$ cat config.mk
export PLATFORM = sky130hd
export DESIGN_NAME = decode_stage
export DESIGN_NICKNAME = d
export VERILOG_FILES = /design/src/rtl/pipes_pkg.sv /design/src/rtl/decode_stage_decoder.sv /design/src/rtl/decode_stage.sv
export SDC_FILE = /design/constraint.sdc
export NUM_CORES = 1
export LEC_CHECK = 0
export BUFFER_PORTS_ARGS = -buffer_cell sky130_fd_sc_hd__buf_2
export CAP_MARGIN = 0
export CELL_PAD_IN_SITES_DETAIL_PLACEMENT = 1
export CELL_PAD_IN_SITES_GLOBAL_PLACEMENT = 1
export CORE_AREA = 2 2 108 188
export CTS_CLUSTER_SIZE = 40
export DETAILED_ROUTE_END_ITERATION = 6
export DIE_AREA = 0 0 110 190
export GPL_TIMING_DRIVEN = 0
export PLACE_DENSITY = 0.91
export SLEW_MARGIN = 20
export SYNTH_ARGS = -nofsm -noshare
export SYNTH_HDL_FRONTEND = slang
export SYNTH_HIERARCHICAL = 1
export SYNTH_SLANG_ARGS = --single-unit
$ cat constraint.sdc
create_clock -name clk -period 5.8 [get_ports clk]
set_input_delay 1.16 -clock clk [delete_from_list [all_inputs] [get_ports clk]]
set_output_delay 1.16 -clock clk [all_outputs]
set_load 0.1 [all_outputs]
$ cat src/rtl/pipes_pkg.sv
// Shared pipeline types: ALU operations, operand-A select, opcodes and the decoded bundle.
package pipes_pkg;

  typedef enum logic [3:0] {
    ALU_ADD  = 4'd0,
    ALU_SUB  = 4'd1,
    ALU_LS   = 4'd2,
    ALU_RS   = 4'd3,
    ALU_SRS  = 4'd4,
    ALU_SCMP = 4'd5,
    ALU_CMP  = 4'd6,
    ALU_XOR  = 4'd7,
    ALU_OR   = 4'd8,
    ALU_AND  = 4'd9
  } alufunc_t;

  typedef enum logic [1:0] {
    SRCA_REG  = 2'd0,
    SRCA_ZERO = 2'd1,
    SRCA_PC   = 2'd2
  } srca_t;

  localparam logic [6:0] OPC_OP        = 7'h33;
  localparam logic [6:0] OPC_OP_IMM    = 7'h13;
  localparam logic [6:0] OPC_LUI       = 7'h37;
  localparam logic [6:0] OPC_AUIPC     = 7'h17;
  localparam logic [6:0] OPC_OP_32     = 7'h3B;
  localparam logic [6:0] OPC_OP_IMM_32 = 7'h1B;

  typedef struct packed {
    alufunc_t    alufunc;
    srca_t       srca_sel;
    logic        srcb_imm;
    logic [63:0] imm;
    logic [4:0]  rs1;
    logic [4:0]  rs2;
    logic [4:0]  rd;
    logic        regwrite;
    logic        wordop;
    logic        illegal;
  } decoded_t;

  localparam decoded_t DECODED_RESET = '{
    alufunc: ALU_ADD, srca_sel: SRCA_REG, srcb_imm: 1'b0, imm: 64'd0,
    rs1: 5'd0, rs2: 5'd0, rd: 5'd0, regwrite: 1'b0, wordop: 1'b0, illegal: 1'b0
  };

  // funct3 to ALU operation for the register/immediate integer groups.
  function automatic alufunc_t f3_alu(input logic [2:0] f3);
    alufunc_t a;
    a = ALU_ADD;
    case (f3)
      3'd0: a = ALU_ADD;
      3'd1: a = ALU_LS;
      3'd2: a = ALU_SCMP;
      3'd3: a = ALU_CMP;
      3'd4: a = ALU_XOR;
      3'd5: a = ALU_RS;
      3'd6: a = ALU_OR;
      3'd7: a = ALU_AND;
      default: a = ALU_ADD;
    endcase
    return a;
  endfunction

endpackage

$ cat src/rtl/decode_stage_decoder.sv
// Combinational RV64I integer decoder. Word ops (OP-32/OP-IMM-32) are decoded
// only when DECODE_WORD_OPS_EN is defined; otherwise they fall out as illegal.
module decoder
  import pipes_pkg::*;
(
  input  logic [31:0] instr,
  output decoded_t    dec
);

  logic [6:0] opcode;
  logic [2:0] f3;
  logic [6:0] f7;
  logic       legal;

  assign opcode = instr[6:0];
  assign f3     = instr[14:12];
  assign f7     = instr[31:25];

  always_comb begin
    dec          = DECODED_RESET;
    dec.rs1      = instr[19:15];
    dec.rs2      = instr[24:20];
    dec.rd       = instr[11:7];
    legal        = 1'b1;
    case (opcode)
      OPC_OP: begin
        dec.alufunc = f3_alu(f3);
        if (f7 == 7'h20 && f3 == 3'd0)      dec.alufunc = ALU_SUB;
        else if (f7 == 7'h20 && f3 == 3'd5) dec.alufunc = ALU_SRS;
        else if (f7 != 7'h00)               legal = 1'b0;
      end
      OPC_OP_IMM: begin
        dec.alufunc  = f3_alu(f3);
        dec.srcb_imm = 1'b1;
        dec.imm      = {{52{instr[31]}}, instr[31:20]};
        if (f3 == 3'd1 || f3 == 3'd5) begin
          // Shifts carry the 6-bit shamt only; the upper field selects SRAI.
          dec.imm = {58'd0, instr[25:20]};
          if (f3 == 3'd5 && instr[31:26] == 6'b010000) dec.alufunc = ALU_SRS;
          else if (instr[31:26] != 6'd0)               legal = 1'b0;
        end
      end
      OPC_LUI, OPC_AUIPC: begin
        dec.alufunc  = ALU_ADD;
        dec.srca_sel = (opcode == OPC_LUI) ? SRCA_ZERO : SRCA_PC;
        dec.srcb_imm = 1'b1;
        dec.imm      = {{32{instr[31]}}, instr[31:12], 12'd0};
      end
`ifdef DECODE_WORD_OPS_EN
      OPC_OP_32: begin
        dec.wordop = 1'b1;
        if (f3 == 3'd0 && f7 == 7'h00)      dec.alufunc = ALU_ADD;
        else if (f3 == 3'd0 && f7 == 7'h20) dec.alufunc = ALU_SUB;
        else if (f3 == 3'd1 && f7 == 7'h00) dec.alufunc = ALU_LS;
        else if (f3 == 3'd5 && f7 == 7'h00) dec.alufunc = ALU_RS;
        else if (f3 == 3'd5 && f7 == 7'h20) dec.alufunc = ALU_SRS;
        else                                legal = 1'b0;
      end
      OPC_OP_IMM_32: begin
        dec.wordop   = 1'b1;
        dec.srcb_imm = 1'b1;
        dec.imm      = {59'd0, instr[24:20]};
        if (f3 == 3'd0) begin
          dec.alufunc = ALU_ADD;
          dec.imm     = {{52{instr[31]}}, instr[31:20]};
        end
        else if (f3 == 3'd1 && f7 == 7'h00) dec.alufunc = ALU_LS;
        else if (f3 == 3'd5 && f7 == 7'h00) dec.alufunc = ALU_RS;
        else if (f3 == 3'd5 && f7 == 7'h20) dec.alufunc = ALU_SRS;
        else                                legal = 1'b0;
      end
`endif
      default: legal = 1'b0;
    endcase
    if (!legal) begin
      dec.alufunc  = ALU_ADD;
      dec.srca_sel = SRCA_REG;
      dec.srcb_imm = 1'b0;
      dec.imm      = 64'd0;
      dec.wordop   = 1'b0;
    end
    dec.illegal  = !legal;
    dec.regwrite = legal && (dec.rd != 5'd0);
  end

endmodule

$ cat src/rtl/decode_stage.sv
// Decode pipeline stage: one output register with valid/ready handshake and flush.
// Word-op decoding is enabled by defining DECODE_WORD_OPS_EN.
module decode_stage
  import pipes_pkg::*;
(
  input  logic        clk,
  input  logic        reset,
  input  logic        f_valid,
  input  logic [31:0] f_instr,
  input  logic [63:0] f_pc,
  output logic        d_ready,
  output logic        e_valid,
  input  logic        e_ready,
  input  logic        flush,
  output alufunc_t    alufunc,
  output srca_t       srca_sel,
  output logic        srcb_imm,
  output logic [63:0] imm,
  output logic [4:0]  rs1,
  output logic [4:0]  rs2,
  output logic [4:0]  rd,
  output logic        regwrite,
  output logic        wordop,
  output logic        illegal,
  output logic [63:0] e_pc
);

  decoded_t    dec;
  decoded_t    bundle_reg;
  logic [63:0] pc_reg;
  logic        e_valid_reg;
  logic        capture;

  decoder u_decoder (
    .instr (f_instr),
    .dec   (dec)
  );

  assign d_ready = !e_valid_reg || e_ready;
  assign capture = f_valid && d_ready && !flush;

  // Reset beats flush, flush beats capture; the bundle only moves on capture.
  always_ff @(posedge clk) begin
    if (reset) begin
      e_valid_reg <= 1'b0;
      bundle_reg  <= DECODED_RESET;
      pc_reg      <= 64'd0;
    end else if (flush) begin
      e_valid_reg <= 1'b0;
    end else if (capture) begin
      e_valid_reg <= 1'b1;
      bundle_reg  <= dec;
      pc_reg      <= f_pc;
    end else if (e_ready) begin
      e_valid_reg <= 1'b0;
    end
  end

  assign e_valid  = e_valid_reg;
  assign alufunc  = bundle_reg.alufunc;
  assign srca_sel = bundle_reg.srca_sel;
  assign srcb_imm = bundle_reg.srcb_imm;
  assign imm      = bundle_reg.imm;
  assign rs1      = bundle_reg.rs1;
  assign rs2      = bundle_reg.rs2;
  assign rd       = bundle_reg.rd;
  assign regwrite = bundle_reg.regwrite;
  assign wordop   = bundle_reg.wordop;
  assign illegal  = bundle_reg.illegal;
  assign e_pc     = pc_reg;

endmodule
# Yosys cells after proc, flatten, opt, wreduce, memory -nomap -nowiden
# Memory sizes are Yosys's and may differ from the RTL's.
# Index checks and enable logic that the tools add are counted.
# W data, S select, Z words.
dict set report word_totals {
  word_cells 60
  mem_count 2
  reg_bits 153
  mem_bits_ro 64
  out_inout_bits 155
  inputBits 101
}
dict set report classes {
  mux 19
  n_reduce_logical 19
  eq_ne 8
  bitwise 1
}
# name words width read_ports rd_clocked_by_memory_dff write_ports line
set mem_list {}
lappend mem_list {{(no name shown)} 8 4 1 0 0 pipes_pkg.sv:52} ;# case (f3)
lappend mem_list {{(no name shown)} 8 4 1 0 0 pipes_pkg.sv:52}
# cell count
set ops {}
lappend ops {{$pmux W65 S2} 1}
lappend ops {{$mux W71} 1}
lappend ops {{$mux W64} 1}
lappend ops {{$eq A7 B6 Y1 const B} 3}
lappend ops {{$mux W4} 4}
lappend ops {{$eq A7 B5 Y1 const B} 2}
lappend ops {{$mux W1} 8}
lappend ops {{$pmux W4 S2} 1}
lappend ops {{$reduce_bool A7 Y1} 1}
lappend ops {{$eq A6 B5 Y1 const B} 1}
lappend ops {{$logic_and A1 B1 Y1} 6}
lappend ops {{$reduce_bool A6 Y1} 1}
lappend ops {{$reduce_bool A5 Y1} 1}
lappend ops {{$mux W2} 2}
lappend ops {{$reduce_or A2 Y1} 2}
lappend ops {{$eq A3 B1 Y1 const B} 1}
lappend ops {{$eq A3 B3 Y1 const B} 1}
lappend ops {{$logic_not A1 Y1} 3}
lappend ops {{$logic_not A3 Y1} 1}
lappend ops {{$pmux W1 S3} 1}
lappend ops {{$logic_or A1 B1 Y1} 2}
lappend ops {{$reduce_and A2 Y1} 1}
lappend ops {{$reduce_bool A2 Y1} 1}
lappend ops {{$not A1 Y1} 1}

# Logic depth before layout (Yosys ltp)
# Gate-level depths: netlist of the first run.
dict set report depth {
  word_depth 6
  ltp_mapped 8
  ltp_nobuf 6
}

# Hierarchy
# Netlist of the first run, hierarchy kept.
# module cells_each seq_area_each_um2 area_each_um2 instances
set by_module_without_submodules {}
lappend by_module_without_submodules {decode_stage 669 3083.0 6882.9 1}
lappend by_module_without_submodules {decoder 157 0.0 945.9 1}

# Worst setup path after synthesis of the first run
# Ideal clock, no wire load.
dict set report synth_path {
  path_type {in2reg}
  from {input f_instr[3]}
  to {register bundle_reg (netlist bit imm[58])}
  t_arrival_ns 3.085
  stages 7
  required_ns 5.728
  path_slack_ns 2.644
  path_buffers 2
  setup_ns 0.072
  path_cell_list {nand3b_1 nor3_1 clkbuf_1 o21a_1 buf_4 nand2b_1 mux2i_1}
}
# element line
set synth_lines {}
lappend synth_lines {{start, declared} decode_stage.sv:9} ;# input logic [31:0] f_instr,
lappend synth_lines {{end signal, assigned} decode_stage.sv:46} ;# bundle_reg <= DECODED_RESET;
lappend synth_lines {{end signal, assigned} decode_stage.sv:52} ;# bundle_reg <= dec;
lappend synth_lines {{end, declared} decode_stage.sv:29} ;# decoded_t bundle_reg;

==> impl_metrics.ini, run 1 <==
[status]
status = completed

[routing]
ant_nets = 0
wl_um = 22800
wl_per_cell_um = 16.8
drc = 0
firstDrtPassIters = 4
avgViaCountPerCell = 4.80
drt_iter0_markers = 163
vias = 6518

[synth]
synthCells = 826
synth-edff-count = 0
syn-num-nets = 927
syn_area_mm2 = 0.00783
synth_flop_cell = dfxtp_1
synth_common_cells = nand2b_1, dfxtp_1, mux2i_1
yosys.area.top_type = dfxtp_1
synth.avg_cell_area_um2 = 9.48
ys_seq_area_share_pct = 39.4
ys_ff_latch = 154
ys_async_sr_fraction_pct = 0
yosysMostFrequentCell = nand2b_1
synth_area_leaders = dfxtp_1, nand2b_1, mux2i_1, buf_4, nand2_1
synth_top_area_share_pct = 39.4
ys_types = 39
ys.warnings.count = 6

[grt]
grt.overflow.total = 0
grt_pass1_vias = 7054
grt.total_usage_pct = 22.4
grt_max_degree = 34
antenna_found_initial = 2
grt_pass1_wl_um = 36000

[placed_design]
io_buffers = 253
place_congestion = 0.849
pre_cts_ws_ns = 2.10
place_hpwl_um = 17500

[sta]
clock_skew_ns = 0.00918
slew-limit-headroom_pct = 56.7
hold_violations = 0
tns_ns = 0
setup_viol = 0
max_freq_ghz = 0.304
period_share_pct = 56.8
final.setup.worst_slack_ns = 2.51
worstMarginPinSlew_ns = 0.649
grt_setup_unrepaired = no
fin_crit_ns = 3.29
final_max_slew_viol_count = 0

[worst_hold_path]
hp-class = flop to flop

[critical_path]
crit_start = f_instr[3]
arrival_ns = 3.64
r2r-start = e_valid$_SDFFE_PP0P_
path_class = input port to flop
cp_data_required_time_ns = 6.15
r2r-end = imm[13]$_SDFFE_PP0P_
cp_max_fo = 33
ff2ff_path_depth = 6
r2r_slack_ns = 4.23
cp-end-kind = flop
crit_end = imm[60]$_SDFFE_PP0P_
worstSetupStartpointType = input port

[cells_and_area]
fillerInstances = 2354
drive_gt1_share_pct = 32.4
regArea_mm2 = 0.00308
multi_input_comb_area_mm2 = 0.00404
area_delta_synth_final_pct = 27.3
nets = 1199

[clock_tree]
root_buffer = clkbuf_16
cts_hold_buf = 0
clock_path_buffers = 2
cts_setup_buffers = 0
cts_buffers = 17
cts_tree = done
cts_resized = 0
path_clk_slew_ns = 0.06
clk_latency_ns = 0.43
htreeDepth = 4
cts_sinks = 154

[power_and_ir_drop]
peakVddDrop_mv = 0.190
p_leak_nw = 4.49
power_density_mw_per_mm2 = 268

[floorplanning]
die_area_mm2 = 0.0209
core_mm2 = 0.0195
ios = 256
rows = 68
die_h_um = 190
die_w_um = 110
start_util_pct = 40.2

[run]
cap_violations = 0
final cells by class:
type / instances / share of cell area, %
buffer: 105 / 7.03
tap: 245 / 3.08
multi-input combinational: 564 / 40.5
clock buffer: 21 / 4.62
timing repair buffer: 253 / 12.7
clock inverter: 10 / 0.954
sequential: 154 / 30.9
inverter: 3 / 0.113
antenna: 2 / 0.0502
stage by stage:
stage                     total power [mW]  utilization, %  hold slack [ns]  cell area (um2)  cells
final                                 2.67            51.1            0.470             9960   1357
after detailed placement              1.63            48.3            0.459             9400   1324
after global routing                  2.77            51.1            0.486             9960   1356
after floorplan                       1.51               -            0.916             7830    826
after CTS                             2.70            51.1            0.473             9960   1355
after global placement                1.62            48.3            0.455             9400   1324
worst min path at each step:
| stage | start | slack, ns | end | cells past startpoint |
|---|---|---|---|---|
| global route | imm[12]$_SDFFE_PP0P_ | 0.49 | imm[12]$_SDFFE_PP0P_ | 2 |
| global placement | e_pc[0]$_SDFFE_PP0P_ | 0.46 | e_pc[0]$_SDFFE_PP0P_ | 2 |
| floorplan | imm[19]$_SDFFE_PP0P_ | 0.92 | imm[19]$_SDFFE_PP0P_ | 2 |
| finish | imm[7]$_SDFFE_PP0P_ | 0.47 | imm[7]$_SDFFE_PP0P_ | 2 |
| CTS | imm[7]$_SDFFE_PP0P_ | 0.47 | imm[7]$_SDFFE_PP0P_ | 2 |
| detailed placement | srca_sel[1]$_SDFFE_PP0P_ | 0.46 | srca_sel[1]$_SDFFE_PP0P_ | 2 |
cells in the final DEF, fill, tap and decap left out, drive strengths merged, types with 2 or more instances in the layout:
cell type  Yosys  routed
nand2b       308     308
a21oi          3       3
nor2          10      10
nand2         43      43
buf           70     323
nor2b          6       6
dfxtp        154     154
clkinv         0       3
o41ai          2       2
and2          12      12
nor3           4       4
clkbuf        35      56
diode          0       2
mux2i        154     154
inv            3       4
nor4b          3       3
nand3          2       2
clkinvlp       0       5
routing by layer:
metal | GRT usage [%] | up-vias | routed length, um
li1 | - | 3157 | -
met1 | 21.7 | 3117 | 8290
met2 | 42.2 | 194 | 12400
met3 | 5.76 | 50 | 1280
met4 | 11.1 | 0 | 826
met5 | 0 | - | 0
where the power goes:
part / leakage [nW] / internal [mW] / switching (mW) / total (mW)
Combinational: 2.99 / 0.147 / 0.353 / 0.500
Clock: 0.258 / 0.610 / 0.456 / 1.07
Sequential: 1.25 / 1.09 / 0.0153 / 1.10
critical path: stages:
cell      delay (ns)
buf_2           0.09
nand3b_1        0.34
nor3_1          0.52
clkbuf_1        0.45
o21a_2          0.65
buf_4           0.22
nand2b_1        0.06
mux2i_1         0.15
cell families (layout without fill, tap and decap cells):
logic type	Yosys count	after routing	synth area share, %
AND/OR/NAND/NOR	395	395	30.5
multiplexers	154	154	19.7
flip-flops	154	154	39.4
buffers and inverters	108	392	9.09
AO/OA/AOI/OAI	14	14	1.33
other	1	3	0.0479
Note: power is estimated with default switching activity, not from simulation.
==> run 2: changes to the inputs <==
--- a/config.mk
+++ b/config.mk
@@ -9,12 +9,12 @@
 export CAP_MARGIN = 0
 export CELL_PAD_IN_SITES_DETAIL_PLACEMENT = 1
 export CELL_PAD_IN_SITES_GLOBAL_PLACEMENT = 1
-export CORE_AREA = 2 2 108 188
+export CORE_AREA = 2 2 117 203
 export CTS_CLUSTER_SIZE = 40
 export DETAILED_ROUTE_END_ITERATION = 6
-export DIE_AREA = 0 0 110 190
+export DIE_AREA = 0 0 119 205
 export GPL_TIMING_DRIVEN = 0
-export PLACE_DENSITY = 0.91
+export PLACE_DENSITY = 0.83
 export SLEW_MARGIN = 20
 export SYNTH_ARGS = -nofsm -noshare
 export SYNTH_HDL_FRONTEND = slang
==> constraint.sdc (replaced) <==
create_clock -name clk -period 3 [get_ports clk]
set_input_delay 0.6 -clock clk [delete_from_list [all_inputs] [get_ports clk]]
set_output_delay 0.6 -clock clk [all_outputs]
set_load 0.1 [all_outputs]
==> run 2 against run 1 <==
First-iteration DRC count rose by 15%. Design area rose by 0.85%. Routed wire length rose by 2.9%. Sequential share of layout area fell by 0.26 points. Sequential cell count did not move. Global-route usage fell by 3.0 points. Register-to-register slack got worse by 2.8 ns. Utilization fell by 7.0 points. Die area rose by 17%. Worst hold slack got worse by 0.10 ns. Critical path depth did not move. Combinational power rose by 94%.
==> impl_metrics.ini, run 2 (synthesis results as in run 1) <==
[status]
status = completed

[cells_and_area]
nets = 1199
fin_util_pct = 44.2
multi_input_comb_area_mm2 = 0.00404
fillerInstances = 2746
regArea_mm2 = 0.00308
n_antenna_cell = 0
drive_gt1_share_pct = 32.7
final_common_cell = nand2b_1
layout_common_cells = nand2b_1, buf_2, mux2i_1, dfxtp_1, buf_4
area_delta_synth_final_pct = 28.4
finalNonFillerCells = 1411

[clock_tree]
clock_path_buffers = 2
cts_hold_buf = 0
cts_tree = done
path_clk_slew_ns = 0.06
cts_buffers = 17
cts_sinks = 154
cts_setup_buffers = 0
cts_resized = 0
clk_latency_ns = 0.42
htreeDepth = 4
root_buffer = clkbuf_16

[power_and_ir_drop]
power_density_mw_per_mm2 = 518
p_leak_nw = 4.50
peakVddDrop_mv = 0.341

[routing]
met1_length_um = 9010
wl_met2_um = 12800
firstDrtPassIters = 6
avgViaCountPerCell = 4.60
wl_per_cell_um = 16.6
wl_um = 23500
drc = 0
ant_nets = 0
wl_met3_um = 969
drt_iter0_markers = 187
vias = 6487
top_layer = met4

[critical_path]
r2r-end = imm[1]$_SDFFE_PP0P_
cp_max_fo = 33
ff2ff_path_depth = 6
path_class = input port to flop
r2r-start = e_valid$_SDFFE_PP0P_
r2r_slack_ns = 1.44
cp_data_required_time_ns = 3.35
arrival_ns = 2.96
cp-end-kind = flop
worstSetupStartpointType = input port

[grt]
grt.overflow.total = 0
grt_pass1_wl_um = 36900
grt_max_degree = 34
grt.total_usage_pct = 19.4
grt_pass1_vias = 6770
antenna_found_initial = 0

[placed_design]
dp_cells = 1379
place_congestion = 0.787
io_buffers = 253
place_hpwl_um = 18100

[floorplanning]
die_w_um = 119
die_h_um = 205
die_area_mm2 = 0.0244
rows = 73
core_mm2 = 0.0227
ios = 256
start_util_pct = 34.4

[sta]
max_freq_ghz = 0.382
slew-limit-headroom_pct = 59.1
hold_violations = 0
setup_viol = 0
fin_hold_ws_ns = 0.368
worstMarginPinSlew_ns = 0.612
clock_skew_ns = 0.00361
grt_setup_unrepaired = no
fin_crit_ns = 2.61
tns_ns = 0
period_share_pct = 87.2
final_max_slew_viol_count = 0

[worst_hold_path]
hold_start = flush
hold_path_end = e_valid$_SDFFE_PP0P_
holdPathStages = 2
hp-class = input port to flop

[run]
cap_violations = 0
[run 2: cell types whose count changed in the layout (fill, tap and decap cells not counted)]
cell | before | now
clkinv_4 | 1 | 4
inv_6 | 1 | 4
clkbuf_1 | 37 | 35
clkbuf_8 | 2 | 0
clkinv_2 | 2 | 0
diode_2 | 2 | 0
clkinvlp_4 | 5 | 6
o21a_2 | 1 | 0
o21a_4 | 0 | 1
[run 2: layer usage]
metal  vias up  GRT usage (%)
met5         -              0
met4         0           8.63
met3        36           4.34
met2       172           36.7
met1      3132           20.2
li1       3147              -
[run 2: power by group]
group / switching (mW) / total (mW) / internal [mW]
clock: 0.947 / 2.10 / 1.16
sequential: 0.0298 / 2.13 / 2.10
combinational: 0.685 / 0.969 / 0.283
total: 1.66 / 5.21 / 3.54
[run 2: worst max path at each step]
stage / start / cells after the start / to
2_1_floorplan: f_instr[3] / 7 / imm[60]$_SDFFE_PP0P_
3_3_place_gp: f_instr[3] / 8 / imm[34]$_SDFFE_PP0P_
3_5_place_dp: f_instr[3] / 8 / imm[54]$_SDFFE_PP0P_
4_1_cts: f_instr[3] / 8 / imm[54]$_SDFFE_PP0P_
5_1_grt: f_instr[3] / 8 / imm[56]$_SDFFE_PP0P_
6_report: f_instr[3] / 8 / imm[57]$_SDFFE_PP0P_
[run 2: worst max-delay path, stage by stage]
cell      delay, ns
buf_2          0.10
nand3b_1       0.41
nor3_1         0.50
clkbuf_1       0.48
o21a_4         0.48
buf_4          0.18
nand2b_1       0.05
mux2i_1        0.14
[run 2: per-stage QoR]
step           setup slack [ns]  power [mW]  instance area (um2)
2_1_floorplan             0.404        2.92                 7830
3_3_place_gp             -0.585        3.14                 9470
3_5_place_dp             -0.260        3.16                 9470
4_1_cts                   0.174        5.29                10000
5_1_grt                   0.162        5.42                10000
6_report                  0.385        5.21                10000
[run 2: cell type report]
cell class	count	area share, %
multi-input cells	564	40.2
well taps	300	3.74
repair buffers	253	12.6
clock inverters	15	1.44
plain buffers	105	6.97
clock buffers	17	4.23
inverters	3	0.112
flip-flops and latches	154	30.7
